$ cat src/rtl/csa_pkg.sv
// Shared types and constants for the sequential carry-select adder controller.
// Holds the FSM encoding plus the slice width and requester count.
package csa_pkg;

    typedef enum logic [1:0] {
        IDLE = 2'd0,
        RUN  = 2'd1,
        DONE = 2'd2
    } state_t;

    localparam int NIB_W   = 4;
    localparam int NUM_REQ = 2;

endpackage

$ cat src/rtl/csa_slice4.sv
// 4-bit carry-select slice: both carry hypotheses computed, cin picks one.
// Latency: combinational. Backpressure: none (pure datapath).
// Flow: none; the caller sequences nibbles through it.
module csa_slice4
    import csa_pkg::*;
(
    input  logic [NIB_W-1:0] a,
    input  logic [NIB_W-1:0] b,
    input  logic             cin,
    output logic [NIB_W-1:0] s,
    output logic             cout
);

    logic [NIB_W:0] sum_c0;
    logic [NIB_W:0] sum_c1;

    assign sum_c0 = {1'b0, a} + {1'b0, b};
    assign sum_c1 = {1'b0, a} + {1'b0, b} + {{NIB_W{1'b0}}, 1'b1};

    assign {cout, s} = cin ? sum_c1 : sum_c0;

endmodule

$ cat src/rtl/csa_seq_ctrl.sv
// Two-requester round-robin adder sequencing one 4-bit slice over WIDTH/4 nibbles, LSB first.
// Latency: rsp_valid in the WIDTH/4+1-th cycle after the accept cycle; one idle cycle between jobs.
// Backpressure: result held in DONE until rsp_ready; readies only in IDLE. CSA_SEQ_OVF_EN adds rsp_ovf.
module csa_seq_ctrl
    import csa_pkg::*;
#(
    parameter int WIDTH = 16
) (
    input  logic             clk,
    input  logic             rst,
    input  logic             req0_valid,
    output logic             req0_ready,
    input  logic [WIDTH-1:0] req0_a,
    input  logic [WIDTH-1:0] req0_b,
    input  logic             req0_cin,
    input  logic             req1_valid,
    output logic             req1_ready,
    input  logic [WIDTH-1:0] req1_a,
    input  logic [WIDTH-1:0] req1_b,
    input  logic             req1_cin,
    output logic             rsp_valid,
    input  logic             rsp_ready,
    output logic [WIDTH-1:0] rsp_sum,
    output logic             rsp_cout,
    output logic             rsp_id,
`ifdef CSA_SEQ_OVF_EN
    output logic             rsp_ovf,
`endif
    output logic             busy
);

    localparam int NIBS = WIDTH / NIB_W;
    localparam int CW   = (NIBS > 1) ? $clog2(NIBS) : 1;
    localparam logic [CW-1:0] LAST = CW'(NIBS - 1);

    state_t           state;
    logic [WIDTH-1:0] a_q;
    logic [WIDTH-1:0] b_q;
    logic [WIDTH-1:0] sum_q;
    logic [CW-1:0]    cnt;
    logic             carry_q;
    logic             id_q;
    logic             last_q;
    logic             valid_q;
    logic             busy_q;
`ifdef CSA_SEQ_OVF_EN
    logic             ovf_q;
`endif

    logic             gnt_id;
    logic             can_acc;
    logic             accept;
    logic [NIB_W-1:0] a_nib;
    logic [NIB_W-1:0] b_nib;
    logic [NIB_W-1:0] nib_s;
    logic             nib_c;

    // last_q holds the previous winner; reset to 1 so req0 wins the first tie.
    always_comb begin
        gnt_id = 1'b0;
        if (req0_valid && req1_valid) begin
            gnt_id = ~last_q;
        end else if (req1_valid) begin
            gnt_id = 1'b1;
        end
    end

    assign can_acc    = (state == IDLE) && !rst;
    assign req0_ready = can_acc && req0_valid && !gnt_id;
    assign req1_ready = can_acc && req1_valid && gnt_id;
    assign accept     = req0_ready || req1_ready;

    assign a_nib = a_q[cnt*NIB_W +: NIB_W];
    assign b_nib = b_q[cnt*NIB_W +: NIB_W];

    csa_slice4 u_slice (
        .a    (a_nib),
        .b    (b_nib),
        .cin  (carry_q),
        .s    (nib_s),
        .cout (nib_c)
    );

    always_ff @(posedge clk) begin
        if (rst) begin
            state   <= IDLE;
            a_q     <= '0;
            b_q     <= '0;
            sum_q   <= '0;
            cnt     <= '0;
            carry_q <= 1'b0;
            id_q    <= 1'b0;
            last_q  <= 1'b1;
            valid_q <= 1'b0;
            busy_q  <= 1'b0;
`ifdef CSA_SEQ_OVF_EN
            ovf_q   <= 1'b0;
`endif
        end else begin
            case (state)
                IDLE: begin
                    if (accept) begin
                        a_q     <= gnt_id ? req1_a : req0_a;
                        b_q     <= gnt_id ? req1_b : req0_b;
                        carry_q <= gnt_id ? req1_cin : req0_cin;
                        id_q    <= gnt_id;
                        last_q  <= gnt_id;
                        sum_q   <= '0;
                        cnt     <= '0;
                        busy_q  <= 1'b1;
`ifdef CSA_SEQ_OVF_EN
                        ovf_q   <= 1'b0;
`endif
                        state   <= RUN;
                    end
                end
                RUN: begin
                    sum_q[cnt*NIB_W +: NIB_W] <= nib_s;
                    carry_q <= nib_c;
                    cnt     <= cnt + 1'b1;
                    if (cnt == LAST) begin
                        valid_q <= 1'b1;
`ifdef CSA_SEQ_OVF_EN
                        // carry into the MSB recovered from its sum bit
                        ovf_q   <= a_nib[NIB_W-1] ^ b_nib[NIB_W-1] ^ nib_s[NIB_W-1] ^ nib_c;
`endif
                        state   <= DONE;
                    end
                end
                DONE: begin
                    if (rsp_ready) begin
                        valid_q <= 1'b0;
                        busy_q  <= 1'b0;
                        state   <= IDLE;
                    end
                end
                default: begin
                    valid_q <= 1'b0;
                    busy_q  <= 1'b0;
                    state   <= IDLE;
                end
            endcase
        end
    end

    assign rsp_valid = valid_q;
    assign rsp_sum   = valid_q ? sum_q : '0;
    assign rsp_cout  = valid_q & carry_q;
    assign rsp_id    = valid_q & id_q;
    assign busy      = busy_q;
`ifdef CSA_SEQ_OVF_EN
    assign rsp_ovf   = valid_q & ovf_q;
`endif

endmodule

$ cat config.mk
export PLATFORM = sky130hd
export DESIGN_NAME = csa_seq_ctrl
export DESIGN_NICKNAME = d
export VERILOG_FILES = /design/src/rtl/csa_pkg.sv /design/src/rtl/csa_slice4.sv /design/src/rtl/csa_seq_ctrl.sv
export SDC_FILE = /design/constraint.sdc
export NUM_CORES = 1
export LEC_CHECK = 0
export CORE_MARGIN = 1
export CORE_UTILIZATION = 53
export CTS_BUF_LIST = sky130_fd_sc_hd__clkbuf_4 sky130_fd_sc_hd__clkbuf_8
export DETAILED_ROUTE_END_ITERATION = 16
export PLACE_DENSITY = 0.84
export SLEW_MARGIN = 20
export SYNTH_ARGS = -nofsm -noshare
export SYNTH_HDL_FRONTEND = slang
export SYNTH_SLANG_ARGS = --single-unit
$ cat constraint.sdc
create_clock -name clk -period 7.7 [get_ports clk]
set_input_delay 1.54 -clock clk [delete_from_list [all_inputs] [get_ports clk]]
set_output_delay 1.54 -clock clk [all_outputs]
set_load 0.02 [all_outputs]
==> impl_metrics.toml <==
[status]
status = "finished, final reports clean"

[worst_setup_path]
rr_endpoint = "sum_q[15]$_SDFFE_PP0P_"
path_class = "input pin to primary output"
end_kind = "primary output"
r2r_slack_ps = 4450
r2r_start = "cnt[0]$_SDFFE_PP0P_"
cp_max_fo = 34
setup.worst_path.start_class = "input pin"
reg2regPathDepth = 7
arrival_ps = 3360
crit_required_ps = 6160

[drt]
wl_per_cell_um = 14.56
routed_wl_um = 6962
via_count = 2691
vias_per_cell = 5.630
drc = 0
drt_iter0_drc = 207
dr.pass1.iters = 5
ant_nets = 0

[floorplan]
die-area_um2 = 6385
die_w_um = 79.91
dieHeight_um = 79.91
coreArea_um2 = 5886
rows = 28
ioPinCount = 93
start_util_pct = 54.66

[finish]
multi_input_area_um2 = 1931
drive_gt1_share_pct = 15.88
fill_cells = 444
final_cells = 478
layout.area.seq_um2 = 1141
n_antenna_cell = 0
area_growth_pct = 33.33
nets = 479

[timing]
setup_viol = 0
min_period_ps = 4897
worst_pin_slew_ps = 809.8
hold_viol = 0
post-route-period-util_pct = 63.60
clock_skew_ps = 5.433
tns_ps = 0
slew-limit-headroom_pct = 46.01
rsz0062_at_grt = "false"
fmaxAchievable_mhz = 204.2
drv_slew = 0

[yosys]
yosys_warnings = 0
synthAdderAreaFrac_pct = 4.123
ys_ff_latch = 57
synthMuxAreaShare_pct = 16.57
synth.top_cell.area_share_pct = 35.47
yosysMostFrequentCell = "dfxtp_1"
synth-compound-area-share_pct = 20.96
yosys.area.top_type = "dfxtp_1"
ys_types = 50
syn-num-nets = 398
ys_seq_area_share_pct = 35.47
synth_top_family_by_area = "compound AO/OA/AOI/OAI gates"
async_reset_ff_share_pct = 0
synthFlopType = "dfxtp_1"
synth.area.top_cells = "dfxtp_1 (35%), a211oi_2 (11%), mux2i_1 (10%)"
synth_area_per_cell_um2 = 10.15
syn_area_um2 = 3217
synthCells = 317
synthXorXnorAreaFrac_pct = 0.8168
synth-edff-count = 0
yosys.area_share.simple_pct = 17.19
synth_common_cells = "dfxtp_1 (57), nor2_1 (49), mux2i_1 (33)"

[power]
fin_total_pwr_w = 0.0008093
p_per_area_nw_per_um2 = 188.7
p_leak_nw = 1.567
peakVddDrop_uv = 143.8

[cts]
cts_max_level = 3
cts_setup_buffers = 0
clk_path_buf_depth = 2
cts-resized-gates = 0
clk_latency_ps = 330
cts_tree = "done"
hold_buffers = 0
root_buffer = "clkbuf_8"
cts_sinks = 57
cts_buffers = 9
clk_pin_slew_worst_paths_ps = 60

[grt]
overflow = 0
track_usage_pct = 23.73
grt_max_degree = 67
antenna_found_initial = 0
grt_pass1_wl_um = 11590
grt_pass1_vias = 2634

[placed_design]
dp_hpwl_um = 4996
port_buffers = 92
placedCellCount = 462
place.gp.congestion = 0.8355

[hold_path]
hold_end = "id_q$_SDFFE_PP0P_"
min-delay-start = "id_q$_SDFFE_PP0P_"
holdPathStages = 2
hp-class = "register to register"

[job]
max-cap-violations = 0
## through the flow
step	hold WS, ps	setup WS (ps)	area [um^2]	utilization [%]
floorplan	431.7	3641	3217	-
global placement	463.2	2822	4108	69.79
detailed placement	464.1	2783	4108	69.79
CTS	472.5	2772	4289	72.87
global route	502.9	2675	4289	72.87
finish	468.1	2803	4289	72.87
## placed cells by master, fill, tap and decap left out, types with 2 or more instances in the layout
master           count
mux2_2               2
nand4b_1             2
o31ai_1              2
a21oi_1              6
dfxtp_1             57
xor2_1               2
inv_1                3
ha_1                 9
clkdlybuf4s50_1     91
a32oi_1              3
a211oi_2            29
mux4_2               8
clkbuf_4             2
o21ai_0              3
clkinv_2             3
a22oi_1             12
nand2b_1             4
and2_1              18
clkbuf_8            11
mux2i_1             33
a21o_1               2
nand3b_1             4
nand3_1              2
nor2_1              49
nand2_1             11
buf_4                2
a211oi_1             7
nor2b_1              2
## worst max-delay path by stage
stage / startpoint / endpoint / slack (ps) / depth (start not counted)
after floorplan: req1_valid / req0_ready / 3640 / 4
after global placement: req1_valid / req0_ready / 2820 / 5
after detailed placement: req1_valid / req0_ready / 2780 / 5
after CTS: req1_valid / req0_ready / 2770 / 5
after global routing: req1_valid / req0_ready / 2670 / 5
final: req1_valid / req0_ready / 2800 / 5
## power breakdown
group | internal, W | total, W | switching [W] | leakage (nW)
clock network | 0.000140 | 0.000253 | 0.000113 | 0.100
registers | 0.000319 | 0.000340 | 0.0000205 | 0.467
logic | 0.000108 | 0.000217 | 0.000109 | 1.00
total | 0.000567 | 0.000809 | 0.000242 | 1.57
## area by class of cell
type / count / share of cell area, %
tap: 75 / 2.188
timing repair buffer: 94 / 21.70
inverter: 3 / 0.2625
clock inverter: 3 / 0.3501
clock buffer: 13 / 3.880
multi-input combinational: 233 / 45.01
sequential: 57 / 26.60
## per-layer routing
metal | wire (um) | track usage [%]
met5 | 0 | 0
met4 | 122 | 11.25
met3 | 377 | 4.229
met2 | 3441 | 40.34
met1 | 3021 | 28.89
## state kept, by name, summed over array words and instances, names as in the netlist
name	flops
carry_q	1
sum_q	16
rsp_valid	1
id_q	1
busy	1
cnt	2
last_q	1
a_q	16
b_q	16
state	2
## kinds of logic (layout without fill, tap and decap cells)
logic type	count (synthesis)	in the layout
adder cells (fa/ha/maj)	10	10
XOR/XNOR	3	3
AND/OR/NAND/NOR	105	105
AO/OA/AOI/OAI	72	72
buffers and inverters	27	113
multiplexers	43	43
flip-flops	57	57
## critical path, cell delays in order
cell and delay, ps:
clkdlybuf4s50_1 490, a21boi_4 180, buf_4 470, nor3_1 110, clkdlybuf4s50_1 570
Note: power is estimated with default switching activity, not from simulation.
==> patch: new RTL, same flow settings <==
Encoding of `state_t`: now one-hot (3 bits for 3 states).
--- a/src/rtl/csa_pkg.sv
+++ b/src/rtl/csa_pkg.sv
@@ -2,10 +2,10 @@
 // Holds the FSM encoding plus the slice width and requester count.
 package csa_pkg;
 
-    typedef enum logic [1:0] {
-        IDLE = 2'd0,
-        RUN  = 2'd1,
-        DONE = 2'd2
+    typedef enum logic [2:0] {
+        IDLE = 3'b001,
+        RUN  = 3'b010,
+        DONE = 3'b100
     } state_t;
 
     localparam int NIB_W   = 4;
Check against the original RTL: same outputs for any inputs over 10 cycles, from zero or initial values and one cycle with rst high; not proved beyond that.
==> patch against the original RTL <==
  * Die area is 1.8% higher
  * Clock skew is 0.0029 ns higher
  * Global-route usage is 0.19 points lower
  * Core utilization is 1.6 points higher
  * Worst setup slack worse by 0.18 ns
  * Sequential cell count is 1 higher
  * Design area is 3.4% higher
  * Synthesized area is 1.9% higher
  * Combinational power is 5% lower
  * Synthesized cell count is 4.4% higher
  * Critical path depth stayed put
  * Power is 12% higher
  * Routed wire length is 5.3% higher
  * Critical path type unchanged
  * Largest cell class unchanged
  * Largest power group is now the clock network
==> patch: results (changes against the original RTL) <==
stage	metric	value	unit	change
outcome	status	complete, no violations		unchanged
yosys	most frequent cells after synthesis	dfxtp_1 (58), nor2_1 (54), mux2i_1 (33)		was dfxtp_1 (57), nor2_1 (49), mux2i_1 (33)
pwr	Sw Share	27.1	%	was 30.0%
setup_path	Critical path origin	req0_valid		was req1_valid
final_layout	Non-CTS inverters	6		was 3
setup_path	CP arrival	3.54	ns	was 3.36 ns
place	Placement Setup Slack	2.62	ns	was 2.78 ns
detailed_routing	Via Count	2788		was 2691
detailed_routing	routed length per instance	14.9	um	was 14.6 um
yosys	synth unique cells	54		was 50
setup_path	Reg2Reg Setup Slack	4.17	ns	was 4.45 ns
final_layout	multi-input combinational area share	44.4	%	was 45.0%
place	dpl hpwl	5.18	mm	was 5.00 mm
setup_path	CP dominant cell by count	clkdlybuf4s50_1		unchanged
final_layout	Layout non-clock buf frac	21.2	%	was 21.7%
global_routing	global-route wire length before repair	11.7	mm	was 11.6 mm
sta	clock skew	0.00834	ns	was 0.00543 ns
sta	Tcrit/Tclk final	66.0	%	was 63.6%
setup_path	worst-path fanout max	35		was 34
detailed_routing	First-pass DRT Iterations	4		was 5
final_layout	Filler cells	448		was 444
yosys	post-synthesis sequential area ratio	35.4	%	was 35.5%
yosys	Synth Area per Inst	9.90	sq um	was 10.1 sq um
setup_path	R2R Path End	sum_q[15]		unchanged
yosys	leading post-synthesis cells by cell area	dfxtp_1 (35%), mux2i_1 (10%), a211oi_2 (7.6%)		was dfxtp_1 (35%), a211oi_2 (11%), mux2i_1 (10%)
final_layout	Reg area	1160	sq um	was 1140 sq um
global_routing	total track usage	23.5	%	was 23.7%
final_layout	Non-CTS buffers	95		was 94
cts	clock latency on the worst-skew pair	0.34	ns	
pwr	Clock Power Share	38.9	%	was 31.2%
final_layout	CLK BUF	11		was 13
detailed_routing	initial drt markers	160		was 207
setup_path	worst stage delay on the critical path	0.67	ns	was 0.57 ns
place	input/output buffers	92		unchanged
place	DP Cell Count	476		was 462
sta	Slew Limit Headroom	47.8	%	was 46.0%
final_layout	share of post-route cells with drive strength above 1	13.9	%	was 15.9%
pwr	Peak VDD IR	153	uV	was 144 uV
global_routing	vias in the first global route	2640		was 2634
final_layout	clk cell area share	5.67	%	was 4.23%
yosys	number of synthesized register bits	58		was 57
final_layout	n_diodes	0		unchanged
yosys	syn_nets	412		was 398
final_layout	Final nets	493		was 479
detailed_routing	Total Wirelength	7.33	mm	was 6.96 mm
pwr	P_leak	1.63	nW	was 1.57 nW
final_layout	Multi-In Gates	242		was 233
place	RD Place Congestion	0.810		was 0.836
==> patch: cell types whose count changed after synthesis, sizes merged, moves of 3 or more <==
cell	unedited run	this run
inv	3	6
nor2	49	54
a22oi	12	17
a211oi	36	33
nand2	11	4
nor3b	0	4
==> patch: how the worst min path moves through the flow <==
stage / startpoint / to / slack (ns) / cells after the start
2_1_floorplan: last_q / last_q / 0.44 / 1
3_3_place_gp: busy / busy / 0.45 / 1
3_5_place_dp: busy / busy / 0.47 / 1
4_1_cts: busy / busy / 0.48 / 1
5_1_grt: busy / busy / 0.50 / 1
6_report: busy / busy / 0.48 / 1
==> patch: cell families (layout without fill, tap and decap cells) <==
logic type | count (synthesis) | in the layout | synth area share [%]
simple gates | 106 | 106 | 17.5
mux | 42 | 42 | 15.9
buf+inv | 31 | 117 | 4.89
compound gates | 81 | 81 | 21.4
xor+xnor | 3 | 3 | 0.802
flops | 58 | 58 | 35.4
fa+ha+maj | 10 | 10 | 4.05
==> patch: metal layers <==
| layer | GRT usage, % | vias to the layer above | part of all wire (%) |
|---|---|---|---|
| li1 | - | 1383 | - |
| met5 | 0 | - | 0 |
| met3 | 4.55 | 15 | 4.3 |
| met2 | 38.0 | 78 | 49 |
| met4 | 12.0 | 0 | 1.9 |
| met1 | 29.7 | 1312 | 45 |
==> patch: worst reg2reg max path: stages, from the launching register on <==
cell	delay, ns
dfxtp_1	0.79
mux4_2	0.60
ha_1	0.25
fa_1	0.59
nand4_1	0.12
or4b_2	0.63
o211a_1	0.18
o31ai_1	0.25
==> patch: metrics by stage <==
step                      power (mW)  cell area (sq um)  util (%)
final                          0.903               4430      74.5
after global routing           0.945               4430      74.5
after CTS                      0.906               4430      74.5
after detailed placement       0.557               4180      70.2
after global placement         0.550               4180      70.2
after floorplan                0.490               3280         -
